[config.mk]
export PLATFORM = sky130hd
export DESIGN_NAME = trace_mon
export DESIGN_NICKNAME = d
export VERILOG_FILES = /design/src/rtl/trace_mon.sv
export SDC_FILE = /design/constraint.sdc
export NUM_CORES = 2
export LEC_CHECK = 0
export CAP_MARGIN = 20
export CORE_MARGIN = 2
export CORE_UTILIZATION = 50
export DETAILED_ROUTE_END_ITERATION = 8
export GPL_TIMING_DRIVEN = 1
export PLACE_DENSITY = 0.71
export RECOVER_POWER = 50
export SYNTH_ARGS = -nofsm -noshare
export SYNTH_HDL_FRONTEND = slang
export SYNTH_SLANG_ARGS = --single-unit
export TNS_END_PERCENT = 50
[constraint.sdc]
create_clock -name clock -period 14.15 [get_ports clock]
set_clock_uncertainty 0.15 [all_clocks]
set_input_delay 3.5375 -clock clock [delete_from_list [all_inputs] [get_ports clock]]
set_output_delay 3.5375 -clock clock [all_outputs]
set_load 0.1 [all_outputs]
[src/rtl/trace_mon.sv]
// Multi-channel trace monitor: round-robin capture into a FIFO, host-write / cycle-limit halt.
// Optional per-entry timestamp output (out_time) enabled by defining TRACE_MON_TIMESTAMP_EN.
module trace_mon #(
  parameter  int unsigned CHANNELS = 4,
  parameter  int unsigned DEPTH    = 16,
  localparam int unsigned CW       = (CHANNELS > 1) ? $clog2(CHANNELS) : 1
) (
  input  logic                     clock,
  input  logic                     reset,
  input  logic [CHANNELS-1:0]      trc_valid,
  output logic [CHANNELS-1:0]      trc_ready,
  input  logic [CHANNELS*32-1:0]   trc_pc,
  input  logic [CHANNELS*32-1:0]   trc_addr,
  input  logic [CHANNELS*32-1:0]   trc_data,
  input  logic [CHANNELS-1:0]      chan_en,
  input  logic [31:0]              stoptime,
  input  logic [31:0]              host_addr,
  input  logic                     mem_valid,
  input  logic [31:0]              mem_addr,
  input  logic [31:0]              mem_wdata,
  input  logic [3:0]               mem_wstrb,
  output logic                     out_valid,
  input  logic                     out_ready,
  output logic [CW-1:0]            out_chan,
  output logic [31:0]              out_pc,
  output logic [31:0]              out_addr,
  output logic [31:0]              out_data,
  output logic                     done,
  output logic                     timeout,
  output logic [31:0]              exit_code,
  output logic [31:0]              cycles
`ifdef TRACE_MON_TIMESTAMP_EN
  ,
  output logic [31:0]              out_time
`endif
);

  localparam int unsigned AW = $clog2(DEPTH);
  localparam logic [AW:0] FULL_CNT = (AW+1)'(DEPTH);

  typedef enum logic [1:0] {RUN, DRAIN, HALT} state_t;

  state_t            r_state, w_state_n;
  logic [CW-1:0]     r_last;
  logic [AW-1:0]     r_wptr, r_rptr;
  logic [AW:0]       r_count;
  logic [31:0]       r_cycles, r_exit_code;
  logic              r_timeout;

  logic [CW-1:0]     r_mem_chan [DEPTH];
  logic [31:0]       r_mem_pc   [DEPTH];
  logic [31:0]       r_mem_addr [DEPTH];
  logic [31:0]       r_mem_data [DEPTH];
`ifdef TRACE_MON_TIMESTAMP_EN
  logic [31:0]       r_mem_time [DEPTH];
`endif

  logic [CHANNELS-1:0] w_req, w_grant;
  logic [CW-1:0]       w_gidx;
  logic                w_any;
  logic [31:0]         w_pc, w_addr, w_data;
  logic                w_full, w_empty, w_run, w_push, w_pop;
  logic                w_host_wr, w_tmo_hit;
  logic                w_unused_bits;

  assign w_req   = trc_valid & chan_en;
  assign w_full  = (r_count == FULL_CNT);
  assign w_empty = (r_count == '0);
  assign w_run   = (r_state == RUN);

  // Search starts one past the last granted channel, wrapping back to it.
  always_comb begin
    int unsigned idx;
    w_grant = '0;
    w_gidx  = r_last;
    w_any   = 1'b0;
    w_pc    = '0;
    w_addr  = '0;
    w_data  = '0;
    idx     = 0;
    for (int unsigned k = 1; k <= CHANNELS; k++) begin
      idx = (32'(r_last) + k) % CHANNELS;
      if (!w_any && w_req[idx[CW-1:0]]) begin
        w_any                = 1'b1;
        w_gidx               = idx[CW-1:0];
        w_grant[idx[CW-1:0]] = 1'b1;
        w_pc                 = trc_pc[32*idx +: 32];
        w_addr               = trc_addr[32*idx +: 32];
        w_data               = trc_data[32*idx +: 32];
      end
    end
  end

  // Disabled channels are always acknowledged while running so their events drop on the floor.
  assign trc_ready = w_run ? ((w_grant & {CHANNELS{~w_full}}) | ~chan_en) : '0;

  assign w_push    = w_run & w_any & ~w_full;
  assign w_pop     = ~w_empty & out_ready;

  assign w_host_wr = mem_valid & (mem_addr[31:2] == host_addr[31:2]) & (|mem_wstrb);
  assign w_tmo_hit = (stoptime != '0) & (r_cycles == (stoptime - 32'd1));
  assign w_unused_bits = ^{mem_addr[1:0], host_addr[1:0]};

  always_comb begin
    w_state_n = r_state;
    case (r_state)
      RUN:     if (w_host_wr || w_tmo_hit) w_state_n = DRAIN;
      DRAIN:   if (w_empty) w_state_n = HALT;
      HALT:    w_state_n = HALT;
      default: w_state_n = RUN;
    endcase
  end

  always_ff @(posedge clock) begin
    if (reset) begin
      r_state     <= RUN;
      r_last      <= CW'(CHANNELS - 1);
      r_wptr      <= '0;
      r_rptr      <= '0;
      r_count     <= '0;
      r_cycles    <= '0;
      r_exit_code <= '0;
      r_timeout   <= 1'b0;
    end else begin
      r_state <= w_state_n;
      if (w_push) begin
        r_last <= w_gidx;
        r_wptr <= r_wptr + 1'b1;
      end
      if (w_pop) r_rptr <= r_rptr + 1'b1;
      case ({w_push, w_pop})
        2'b10:   r_count <= r_count + 1'b1;
        2'b01:   r_count <= r_count - 1'b1;
        default: r_count <= r_count;
      endcase
      if (w_run) begin
        if (r_cycles != '1) r_cycles <= r_cycles + 32'd1;
        if (w_host_wr)      r_exit_code <= mem_wdata;
        else if (w_tmo_hit) r_timeout   <= 1'b1;
      end
    end
  end

  always_ff @(posedge clock) begin
    if (w_push) begin
      r_mem_chan[r_wptr] <= w_gidx;
      r_mem_pc[r_wptr]   <= w_pc;
      r_mem_addr[r_wptr] <= w_addr;
      r_mem_data[r_wptr] <= w_data;
`ifdef TRACE_MON_TIMESTAMP_EN
      r_mem_time[r_wptr] <= r_cycles;
`endif
    end
  end

  assign out_valid = ~w_empty;
  assign out_chan  = r_mem_chan[r_rptr];
  assign out_pc    = r_mem_pc[r_rptr];
  assign out_addr  = r_mem_addr[r_rptr];
  assign out_data  = r_mem_data[r_rptr];
`ifdef TRACE_MON_TIMESTAMP_EN
  assign out_time  = r_mem_time[r_rptr];
`endif

  assign done      = (r_state == HALT);
  assign timeout   = r_timeout;
  assign exit_code = r_exit_code;
  assign cycles    = r_cycles;

endmodule
==> impl_metrics.toml <==
[final_layout]
mostFrequentLayoutCell = "sky130_fd_sc_hd__edfxtp_1"
ff_latch_area_mm2 = 0.0488
areaGrowthSynthToFinish_pct = 19.8
drive_above_1_share_pct = 23.2
n_fill_cell = 10400
post-route-cell-area_mm2 = 0.0875
finish.net_count = 4871
most_frequent_cells_in_the_layout = "1568 x sky130_fd_sc_hd__edfxtp_1, 682 x sky130_fd_sc_hd__mux4_2, 624 x sky130_fd_sc_hd__clkdlybuf4s50_1"
fin_cells = 6378
multiInputGateArea_mm2 = 0.0233

[placement]
dpl.hpwl_um = 115000
buffers_on_ports = 692
post_dp_cell_area_mm2 = 0.0823
final_weighted_congestion_of_routability_driven_global_placement = 0.884
placed_cells_incl_taps = 6064

[logic_synthesis]
fraction_of_the_yosys_area_taken_by_sequential_cells_pct = 66.8
post_synth_instance_area_mm2 = 0.0730
synth.mux.area_fraction_pct = 25.7
synth_xor_area_share_pct = 1.32
synthesized_area_fraction_occupied_by_ao_oa_aoi_and_oai_cells_pct = 1.95
synth_fa_ha_area_share_pct = 0.421
synth-edff-count = 1568
flip_flop_and_latch_count_after_synthesis = 1654
synth_cell_type_count = 64
synth_net_count = 4174
syn-mean-instance-area_um2 = 20.2
dominant_combinational_cell_family_by_area_after_synthesis = "multiplexers"
synth_ff_type = "sky130_fd_sc_hd__edfxtp_1"
synthCells = 3622
post_synth_and_or_nand_nor_area_fraction_pct = 2.41
postSynth.asyncResetShare_pct = 0
number_of_warnings_reported_in_the_yosys_synthesis_log = 0

[clock_tree]
tritoncts = "done"
clock_buffers_created_by_tritoncts = 167
cts.hold.buffers_added = 0
post-cts-setup-buffers = 0
htree_levels = 4
cts-root-to-sink-buffers = 3
clock_tree.root_cell = "sky130_fd_sc_hd__clkbuf_16"
clock_sinks = 1654
clock_slew_at_reported_path_ffs_ns = 0.06
clk-insertion-delay-late_ns = 0.80
cts.repair.resized = 0

[floorplan]
coreArea_mm2 = 0.145
top_level_ports = 697
die_area_mm2 = 0.149
floorplan.die.width_um = 386
initial_utilization_pct = 50.2
die_height_um = 386
row_count = 140

[timing]
period_share_pct = 85.3
fmax_mhz = 82.9
accumulated_negative_setup_slack_ns = 0
finalSetupViolCount = 0
max_slew.worst_pin.slew_ns = 4.74
final-max-slew-violation-count = 923
finalHoldViolCount = 0
timing.final.crit_period_ns = 12.06
unrepaired_setup_endpoints_after_global_routing = "false"
worst_hold_slack_after_final_layout_ns = 0.328
slew-limit-headroom_pct = -216

[detailed_routing]
routed_via_density = 6.31
dr_total_vias = 40300
wl_per_cell_um = 30.8
first_iter_violations = 4088
drt_pass1_iterations = 8
wl_um = 196000
ant_nets = 0
route.detailed.drc = 0

[worst_setup_path]
r2r_slack_ns = 6.90
timing.critical_path.fanout_max = 48
r2r_end = "r_mem_addr[9][12]"
crit_arrival_ns = 8.38
crit_start = "chan_en[3]"
critPathCapture = "trc_ready[3]"
cells_on_worst_reg2reg_path = 8
regToRegStartpoint = "r_last[0]"
startpoint_type = "input pin"
criticalPathCategory = "input pin to output pin"
timing.critical_path.to_type = "output pin"
worstPathRequired_ns = 10.46

[run_status]
failed_checks = "max-capacitance violations, max-slew violations"
outcome = "complete, but fails checks"

[grt]
first_pass_grt_wire_length_um = 281000
final_global_route_overflow_total = 0
grt_antenna_before_repair = 37
globalRouteTotalUtil_pct = 26.2
grt_start_max_net_pins = 137
grt_pass1_vias = 41000

[hold_path]
holdPathStages = 2
hold_path.class = "register to register"
min-delay-start = "timeout"

[power]
cellLeakagePower_nw = 28.8
total_power_mw = 18.6
ir_drop_v = 0.000126
pwr_density_cell_mw_per_mm2 = 212

[flow_run]
drv_cap = 28
[power breakdown]
part,internal (mW),switching [mW]
registers,7.13,0.196
clock network,2.47,1.85
logic,2.23,4.69
[per-stage QoR]
stage,util (%),worst slack (ns)
6_report,60.2,2.09
5_1_grt,60.2,1.83
4_1_cts,60.3,2.80
3_5_place_dp,56.6,2.81
3_3_place_gp,56.6,2.76
2_1_floorplan,-,1.79
[how the worst min path moves through the flow]
stage,endpoint,slack [ns]
after floorplan,r_count[4],0.32
after global placement,timeout,0.31
after detailed placement,timeout,0.31
after CTS,timeout,0.33
after global routing,timeout,0.37
final,timeout,0.33
[logic make-up (layout without fill, tap and decap cells)]
kind of cell,after synthesis,in the layout
AOI/OAI and AO/OA,183,183
xor gates and xnor gates,110,110
adders and majority gates,24,24
buffers and inverters,265,1090
DFF,1654,1654
muxes,1012,1012
other,0,14
and+or+nand+nor,374,374
[layout make-up]
cell class,count,area share [%]
flip-flops and latches,1654,55.8
multi-input cells,1703,26.6
repair buffers,770,8.59
clock buffers,202,5.00
well taps,1917,2.74
clock inverters,95,1.10
inverters,23,0.0987
diodes,14,0.0400
[state kept, by name (all words and copies together), names as in the netlist, named ones only]
| name | cells |
|---|---|
| r_state | 2 |
| r_mem_chan | 32 |
| timeout | 1 |
| r_mem_pc | 512 |
| r_last | 2 |
| r_wptr | 4 |
| r_mem_data | 512 |
| cycles | 32 |
| r_mem_addr | 512 |
| r_rptr | 4 |
| exit_code | 32 |
| r_count | 5 |
[metal layers]
metal,up-vias,global-route usage [%],wire (um)
li1,16800,-,-
met1,21300,36.0,77600
met2,1939,43.2,97600
met3,251,5.57,17500
met4,20,6.14,3430
met5,-,0,133
[cell usage after synthesis (17+ instances only)]
cell	instances	area share (%)
sky130_fd_sc_hd__clkbuf_1	189	0.97
sky130_fd_sc_hd__nor3_1	19	0.13
sky130_fd_sc_hd__nor2_1	113	0.58
sky130_fd_sc_hd__edfxtp_1	1568	64
sky130_fd_sc_hd__ha_1	23	0.39
sky130_fd_sc_hd__mux2i_1	233	3.2
sky130_fd_sc_hd__xnor2_1	48	0.58
sky130_fd_sc_hd__o221ai_1	96	1.2
sky130_fd_sc_hd__a21oi_1	22	0.15
sky130_fd_sc_hd__nand3_1	24	0.16
sky130_fd_sc_hd__mux2_2	96	1.5
sky130_fd_sc_hd__mux4_2	682	21
sky130_fd_sc_hd__dfxtp_1	86	2.4
sky130_fd_sc_hd__xor2_1	62	0.74
sky130_fd_sc_hd__inv_1	23	0.12
sky130_fd_sc_hd__nand2_1	134	0.69
sky130_fd_sc_hd__nor4_1	17	0.15
sky130_fd_sc_hd__buf_1	51	0.26
[worst max-delay path: stages]
cell,delay [ns]
sky130_fd_sc_hd__dlygate4sd3_1,0.55
sky130_fd_sc_hd__nand2_1,0.07
sky130_fd_sc_hd__o21ai_0,0.47
sky130_fd_sc_hd__nor2_1,0.10
sky130_fd_sc_hd__a21oi_1,0.19
sky130_fd_sc_hd__nor2b_1,0.91
sky130_fd_sc_hd__buf_4,0.83
sky130_fd_sc_hd__a222oi_1,0.19
sky130_fd_sc_hd__a21boi_0,0.19
sky130_fd_sc_hd__o22ai_1,0.15
sky130_fd_sc_hd__clkdlybuf4s50_1,1.16
Note: power is estimated with default switching activity, not from simulation.
